$ cat src/rtl/hpdmc_burstbuf.sv
// hpdmc_burstbuf: burst-granular FIFO of masked words; a burst is visible only once fully written
module hpdmc_burstbuf #(
  parameter int LANES   = 4,
  parameter int BURST   = 4,
  parameter int NBURSTS = 2
) (
  input  logic                       clk,
  input  logic                       rst,
  input  logic                       flush,
  input  logic                       in_valid,
  output logic                       in_ready,
  input  logic [16*LANES-1:0]        in_data,
  input  logic [2*LANES-1:0]         in_mask,
  output logic                       out_valid,
  input  logic                       out_ready,
  output logic [16*LANES-1:0]        out_data,
  output logic [2*LANES-1:0]         out_mask,
  output logic                       out_last,
  output logic [$clog2(NBURSTS):0]   level,
  output logic                       overflow
);
  localparam int W     = 16*LANES;
  localparam int M     = 2*LANES;
  localparam int DEPTH = BURST*NBURSTS;
  localparam int AW    = $clog2(DEPTH);
  localparam int PW    = AW+1;
  localparam int BW    = $clog2(BURST);
  localparam int LW    = $clog2(NBURSTS)+1;
  logic [W+M-1:0] mem_q [DEPTH];
  logic [PW-1:0]  wp_q, wp_d, rp_q, rp_d;
  logic [LW-1:0]  level_q, level_d;
  logic           ovf_q, ovf_d;
  logic           clr, push, pop, commit, last_pop;
  always_comb begin
    clr       = rst || flush;
    in_ready  = (wp_q - rp_q) != PW'(DEPTH);
    out_valid = level_q != '0;
    {out_mask, out_data} = mem_q[rp_q[AW-1:0]];
    out_last  = rp_q[BW-1:0] == BW'(BURST-1);
    push      = in_valid && in_ready;
    pop       = out_valid && out_ready;
    commit    = push && (wp_q[BW-1:0] == BW'(BURST-1));
    last_pop  = pop && out_last;
    wp_d      = clr ? '0 : wp_q + PW'(push);
    rp_d      = clr ? '0 : rp_q + PW'(pop);
    level_d   = clr ? '0 :
                (commit && !last_pop) ? level_q + LW'(1) :
                (!commit && last_pop) ? level_q - LW'(1) : level_q;
    ovf_d     = !clr && (ovf_q || (in_valid && !in_ready));
  end
  always_ff @(posedge clk) begin
    if (push && !clr) mem_q[wp_q[AW-1:0]] <= {in_mask, in_data};
    if (rst) begin
      wp_q    <= '0;
      rp_q    <= '0;
      level_q <= '0;
      ovf_q   <= 1'b0;
    end else begin
      wp_q    <= wp_d;
      rp_q    <= rp_d;
      level_q <= level_d;
      ovf_q   <= ovf_d;
    end
  end
  assign level    = level_q;
  assign overflow = ovf_q;
endmodule

$ cat config.mk
export PLATFORM = sky130hd
export DESIGN_NAME = hpdmc_burstbuf
export DESIGN_NICKNAME = d
export VERILOG_FILES = /design/src/rtl/hpdmc_burstbuf.sv
export SDC_FILE = /design/constraint.sdc
export NUM_CORES = 1
export LEC_CHECK = 0
export ABC_AREA = 1
export CORE_MARGIN = 1
export CORE_UTILIZATION = 45
export CTS_BUF_LIST = sky130_fd_sc_hd__clkbuf_4 sky130_fd_sc_hd__clkbuf_8
export DETAILED_ROUTE_END_ITERATION = 10
export PLACE_DENSITY = 0.66
export SYNTH_ARGS = -nofsm -noshare
export SYNTH_HDL_FRONTEND = slang
export SYNTH_SLANG_ARGS = --single-unit
$ cat constraint.sdc
create_clock -name clk -period 9.9 [get_ports clk]
set_input_delay 1.485 -clock clk [delete_from_list [all_inputs] [get_ports clk]]
set_output_delay 1.485 -clock clk [all_outputs]
set_load 0.01 [all_outputs]
Word-level counts from Yosys, hierarchy flattened

Memories as Yosys holds them, arrays and structs flattened. A register that Yosys moved wholly into a read port is not among the register bits.
Index checks and enable logic that the tools add are counted.

Output and inout port bits: 78
ROM bits: 0
Flip-flop bits (word level): 11
RAM bits: 576
Bits of input ports: 77
Word-level logic and storage cells: 36
Bits in latches: 0
Memories kept: 1

Shift-type cells: 0
Equality and inequality tests: 3
Bitwise logic cells: 0
Add/sub/neg operators: 5
Reductions and logical operators: 18
Div/mod/pow operators: 0
Multipliers: 0
Order comparisons: 0
Multiplexer cells: 5

Memories:

| name  | depth | width | rd ports | clocked after memory_dff | write ports | line | source |
|---|---|---|---|---|---|---|---|
| mem_q | 8     | 72    | 1        | 1                        | 1           | 29   | `logic [W+M-1:0] mem_q [DEPTH];` |

Operators by type and width:

| cell                                                                | number |
|---|---|
| 1-bit logical AND                                                   | 9 |
| 4-bit by 1-bit adder with 4-bit output                              | 2 |
| 2-bit equality test (second input constant)                         | 2 |
| 1-bit logical NOT                                                   | 4 |
| 2-bit two-way mux                                                   | 2 |
| 4-bit != test (second input constant)                               | 1 |
| 2-bit nonzero test                                                  | 2 |
| 4-bit subtractor                                                    | 1 |
| 3-bit two-way mux                                                   | 1 |
| 2-bit by 1-bit adder with 2-bit output (second input constant)      | 1 |
| 1-bit logical OR                                                    | 2 |
| 1-bit two-way mux                                                   | 2 |
| 2-bit OR reduction                                                  | 1 |
| 2-bit by 1-bit subtractor with 2-bit output (second input constant) | 1 |

Depth between registers and ports, before layout

Depth in word-level cells: 8
Depth in mapped cells: 16
Mapped depth without buffers: 15

Least setup slack after synthesis

Ideal clock, no wire load.

Path type: input to register
Start: input port flush
End: memory mem_q[0][0] in the netlist's numbering, enable pin
Stages on the path: 3
Setup time: 0.503 ns
Arrival time: 4.929 ns
Path buffers: 0
Data required time: 9.397 ns
Slack: 4.468 ns
Cell sequence: nor2_1 nand3_2 nor2_1

Longest elaborated chain between the ends: 5

RTL lines:

| item                                    | line | source |
|---|---|---|
| start, declared                         | 9    | `input logic flush,` |
| 1-bit logical OR                        | 35   | `clr = rst \|\| flush;` |
| 1-bit logical NOT                       | 52   | `if (push && !clr) mem_q[wp_q[AW-1:0]] <= {in_mask, in_data};` |
| 1-bit logical AND                       | 52   |  |
| 1-bit two-way mux                       | 52   |  |
| 1-bit two-way mux (implied by the code) | 52   |  |
| end, declared                           | 29   |  |

No other way between the ends.

==> results_tabular.tex <==
\begin{tabular}{lr}
\hline
Metric & Value \\
\hline
\multicolumn{2}{l}{\textbf{Global routing}} \\
Antenna violations before repair & 3 \\
Wire length of the first global-routing pass & 82.1 mm \\
Maximum number of pins on one net before global-route repair & 182 \\
Combined global-route utilization of all metal layers & 0.204 \\
GRT Residual Overflow & 0 \\
Number of global-route vias before repair & 14.2k \\
\multicolumn{2}{l}{\textbf{CTS}} \\
\# H-tree levels & 3 \\
Setup fix buffers added after clock tree synthesis & 0 \\
Number of instances resized during post-cts repair & 0 \\
Sink Count & 587 \\
Root Buffer & sky130\_fd\_sc\_hd\_\_clkbuf\_8 \\
Max clock buf depth & 3 \\
Inserted Clock Buffers & 92 \\
Insertion delay to the later sink of the worst-skew pair & 0.67 ns \\
Clock-pin slew on the worst setup and hold paths & 0.06 ns \\
CTS tree & built \\
CTS Hold Bufs & 0 \\
\multicolumn{2}{l}{\textbf{Cells and area}} \\
Fraction of final layout cells with drive strength greater than 1 & 0.0918 \\
Number of inserted filler cells in the final layout & 4152 \\
Commonest cells after routing, fill and taps aside & 576 x sky130\_fd\_sc\_hd\_\_edfxtp\_1, 370 x sky130\_fd\_sc\_hd\_\_nor2\_1, 246 x sky130\_fd\_sc\_hd\_\_o21ai\_0 \\
Layout overhead on the synthesized area & 16.5\% \\
Nets@finish & 2048 \\
Non-filler cells in the finished layout & 2710 \\
Most common cell after layout, fill and taps aside & sky130\_fd\_sc\_hd\_\_edfxtp\_1 \\
\multicolumn{2}{l}{\textbf{Flow run}} \\
Total of max-cap violations & 0 \\
\multicolumn{2}{l}{\textbf{Timing}} \\
Post-Route Skew & 0.0206 ns \\
Setup-failing EPs final & 0 \\
Final period utilization & 0.612 \\
Final count of pins violating max slew & 0 \\
Unrepaired setup endpoints after global routing & no \\
Tightest slew margin relative to the limit & 0.225 \\
Fmax & 165 MHz \\
Summed negative setup slack over all endpoints & 0 ns \\
Time the worst path needs with I/O delays and setup & 6.06 ns \\
Final hold vios & 0 \\
Transition time at the pin with the least slew margin & 1.16 ns \\
\multicolumn{2}{l}{\textbf{Yosys}} \\
Post-synthesis instance area & 0.0231 mm² \\
Gate count after technology mapping & 1803 \\
Post-Syn Nets & 1888 \\
Cell variety after synth & 25 \\
Flip-flop and latch count after synthesis & 587 \\
Main area contributors after synthesis & sky130\_fd\_sc\_hd\_\_edfxtp\_1 75\%, sky130\_fd\_sc\_hd\_\_nor2\_1 6.1\%, sky130\_fd\_sc\_hd\_\_o21ai\_0 5.3\%, sky130\_fd\_sc\_hd\_\_nand2\_1 3.8\%, sky130\_fd\_sc\_hd\_\_a31oi\_1 2.0\% \\
Number of synthesis warnings & 0 \\
Sequential share of the synthesized area & 0.759 \\
Area share of the leading cell type in the synthesized netlist & 0.749 \\
Post-synthesis cell type with the largest combined area & sky130\_fd\_sc\_hd\_\_edfxtp\_1 \\
Mapped Avg Cell Area & 12.8 µm² \\
\multicolumn{2}{l}{\textbf{Setup path}} \\
Slowest stage cell, crit path & sky130\_fd\_sc\_hd\_\_buf\_4 \\
Critical Path Most Common Cell & sky130\_fd\_sc\_hd\_\_buf\_4 \\
Critical path start-end classification & register to output port \\
Endpoint required time on the critical path & 8.42 ns \\
Type of destination of the critical path & output port \\
Worst-path maximum fanout & 97 \\
Crit path cell chain & buf\_4 -> buf\_4 -> o21ai\_0 -> o21ai\_1 -> a21oi\_1 -> a31oi\_1 -> clkdlybuf4s50\_1 \\
Setup slack of the worst register-to-register path & 4.84 ns \\
CP Launch Type & register \\
Worst Path Arrival & 4.57 ns \\
Slowest cell delay on critical path & 0.87 ns \\
\multicolumn{2}{l}{\textbf{Floorplanning}} \\
Area enclosed by the die boundary & 0.0522 mm² \\
Initial standard-cell utilization of the core & 0.458 \\
Ports & 155 \\
Overall die height & 228 µm \\
Chip width & 228 µm \\
Number of standard-cell rows in the floorplan & 82 \\
Placeable Area & 0.0504 mm² \\
\multicolumn{2}{l}{\textbf{Pwr}} \\
Leakage power & 9.00 nW \\
Max rail drop VDD & 0.0976 mV \\
PwrDens & 182 mW/mm² \\
Total power after layout & 4.89 mW \\
\multicolumn{2}{l}{\textbf{Drt}} \\
Initial DRC count & 1210 \\
Post-DRT Antenna Nets & 0 \\
Average via count per standard cell & 5.35 \\
Number of remaining DRC errors & 0 \\
First-pass detailed-route iteration total & 5 \\
Post-Route WL & 53.6 mm \\
DR vias & 14.5k \\
Detail-routed net length per standard cell & 19.8 µm \\
\multicolumn{2}{l}{\textbf{Hold path}} \\
Min-Delay Path Class & register to register \\
\multicolumn{2}{l}{\textbf{Outcome}} \\
Outcome & finished, final reports clean \\
\multicolumn{2}{l}{\textbf{Placement}} \\
Number of placed instances with taps included & 2541 \\
Number of port buffers & 154 \\
Routability congestion estimate from global placement & 0.754 \\
Half-perimeter wire length after placement & 26.4 mm \\
\hline
\end{tabular}
power by group:
part | leakage [nW] | switching [mW] | total [mW] | internal [mW]
clock network | 0.971 | 0.922 | 2.03 | 1.11
registers | 5.28 | 0.00323 | 2.74 | 2.74
logic | 2.75 | 0.0647 | 0.114 | 0.0494
total | 9.00 | 0.990 | 4.89 | 3.90
registers in the layout, indices dropped and copies added, names as in the netlist:
register  flops
mem_q       576
rp_q          4
overflow      1
level         2
wp_q          4
synth_stat cells:
library cell               number
sky130_fd_sc_hd__clkbuf_8       1
sky130_fd_sc_hd__o21ai_1       47
sky130_fd_sc_hd__clkbuf_1      39
sky130_fd_sc_hd__nand3_1       13
sky130_fd_sc_hd__nor2_1       378
sky130_fd_sc_hd__buf_6         18
sky130_fd_sc_hd__o21a_1         1
sky130_fd_sc_hd__buf_8          1
sky130_fd_sc_hd__xnor2_1        2
sky130_fd_sc_hd__a31oi_1       72
sky130_fd_sc_hd__a21oi_1       78
sky130_fd_sc_hd__edfxtp_1     576
sky130_fd_sc_hd__buf_1          8
sky130_fd_sc_hd__inv_2          3
sky130_fd_sc_hd__dfxtp_1       11
sky130_fd_sc_hd__ha_1           8
sky130_fd_sc_hd__nor3_1         1
sky130_fd_sc_hd__clkbuf_2       2
sky130_fd_sc_hd__inv_1         22
sky130_fd_sc_hd__nand2_1      233
sky130_fd_sc_hd__buf_2         27
sky130_fd_sc_hd__buf_4         14
sky130_fd_sc_hd__o21ai_0      246
sky130_fd_sc_hd__nand3_2        1
sky130_fd_sc_hd__or2_1          1
per-stage QoR:
| step | setup WS [ns] | hold slack, ns | util | instance area (µm²) |
|---|---|---|---|---|
| after floorplan | 4.47 | 0.458 | - | 23100 |
| after global placement | 4.68 | 0.456 | 0.497 | 25000 |
| after detailed placement | 4.47 | 0.466 | 0.497 | 25000 |
| after CTS | 3.74 | 0.475 | 0.534 | 26900 |
| after global routing | 3.53 | 0.512 | 0.534 | 26900 |
| final | 3.84 | 0.472 | 0.534 | 26900 |
layer usage:
layer | vias to the layer above | track usage | wire length (µm)
li1 | 6811 | - | -
met1 | 7157 | 0.281 | 23900
met2 | 458 | 0.328 | 25500
met3 | 76 | 0.0369 | 3150
met4 | 4 | 0.0677 | 982
met5 | - | 0 | 33
kinds of logic after synthesis:
group	synth area share
compound gates	0.100
xor+xnor	0.000759
fa+ha+maj	0.00434
buf+inv	0.0326
flops	0.759
simple gates	0.103
worst max-delay path, delay by kind of cell, from the launching register on:
family	cells	cell delay [ns]
buffers and inverters	3	2.23
AOI/OAI and AO/OA	4	0.84
DFF	1	0.68
worst paths after layout:
check	start	endpoint	cells after the start
setup / recovery	rp_q[0]	out_data[54]	7
hold / removal	overflow	overflow	2
hold reg to reg	overflow	overflow	2
setup reg to reg	rp_q[2]	mem_q[2][30]	11
cell type report:
class                   instances  area [µm²]  share of cell area
diodes                          1        2.50           0.0000930
clock buffers                 123        1520              0.0567
clock inverters                45         319              0.0119
inverters                      25         104             0.00386
multi-input cells            1081        4870               0.181
flip-flops and latches        587       17500               0.652
well taps                     672         841              0.0313
repair buffers                176        1710              0.0635
(Power assumes the default switching activity.)
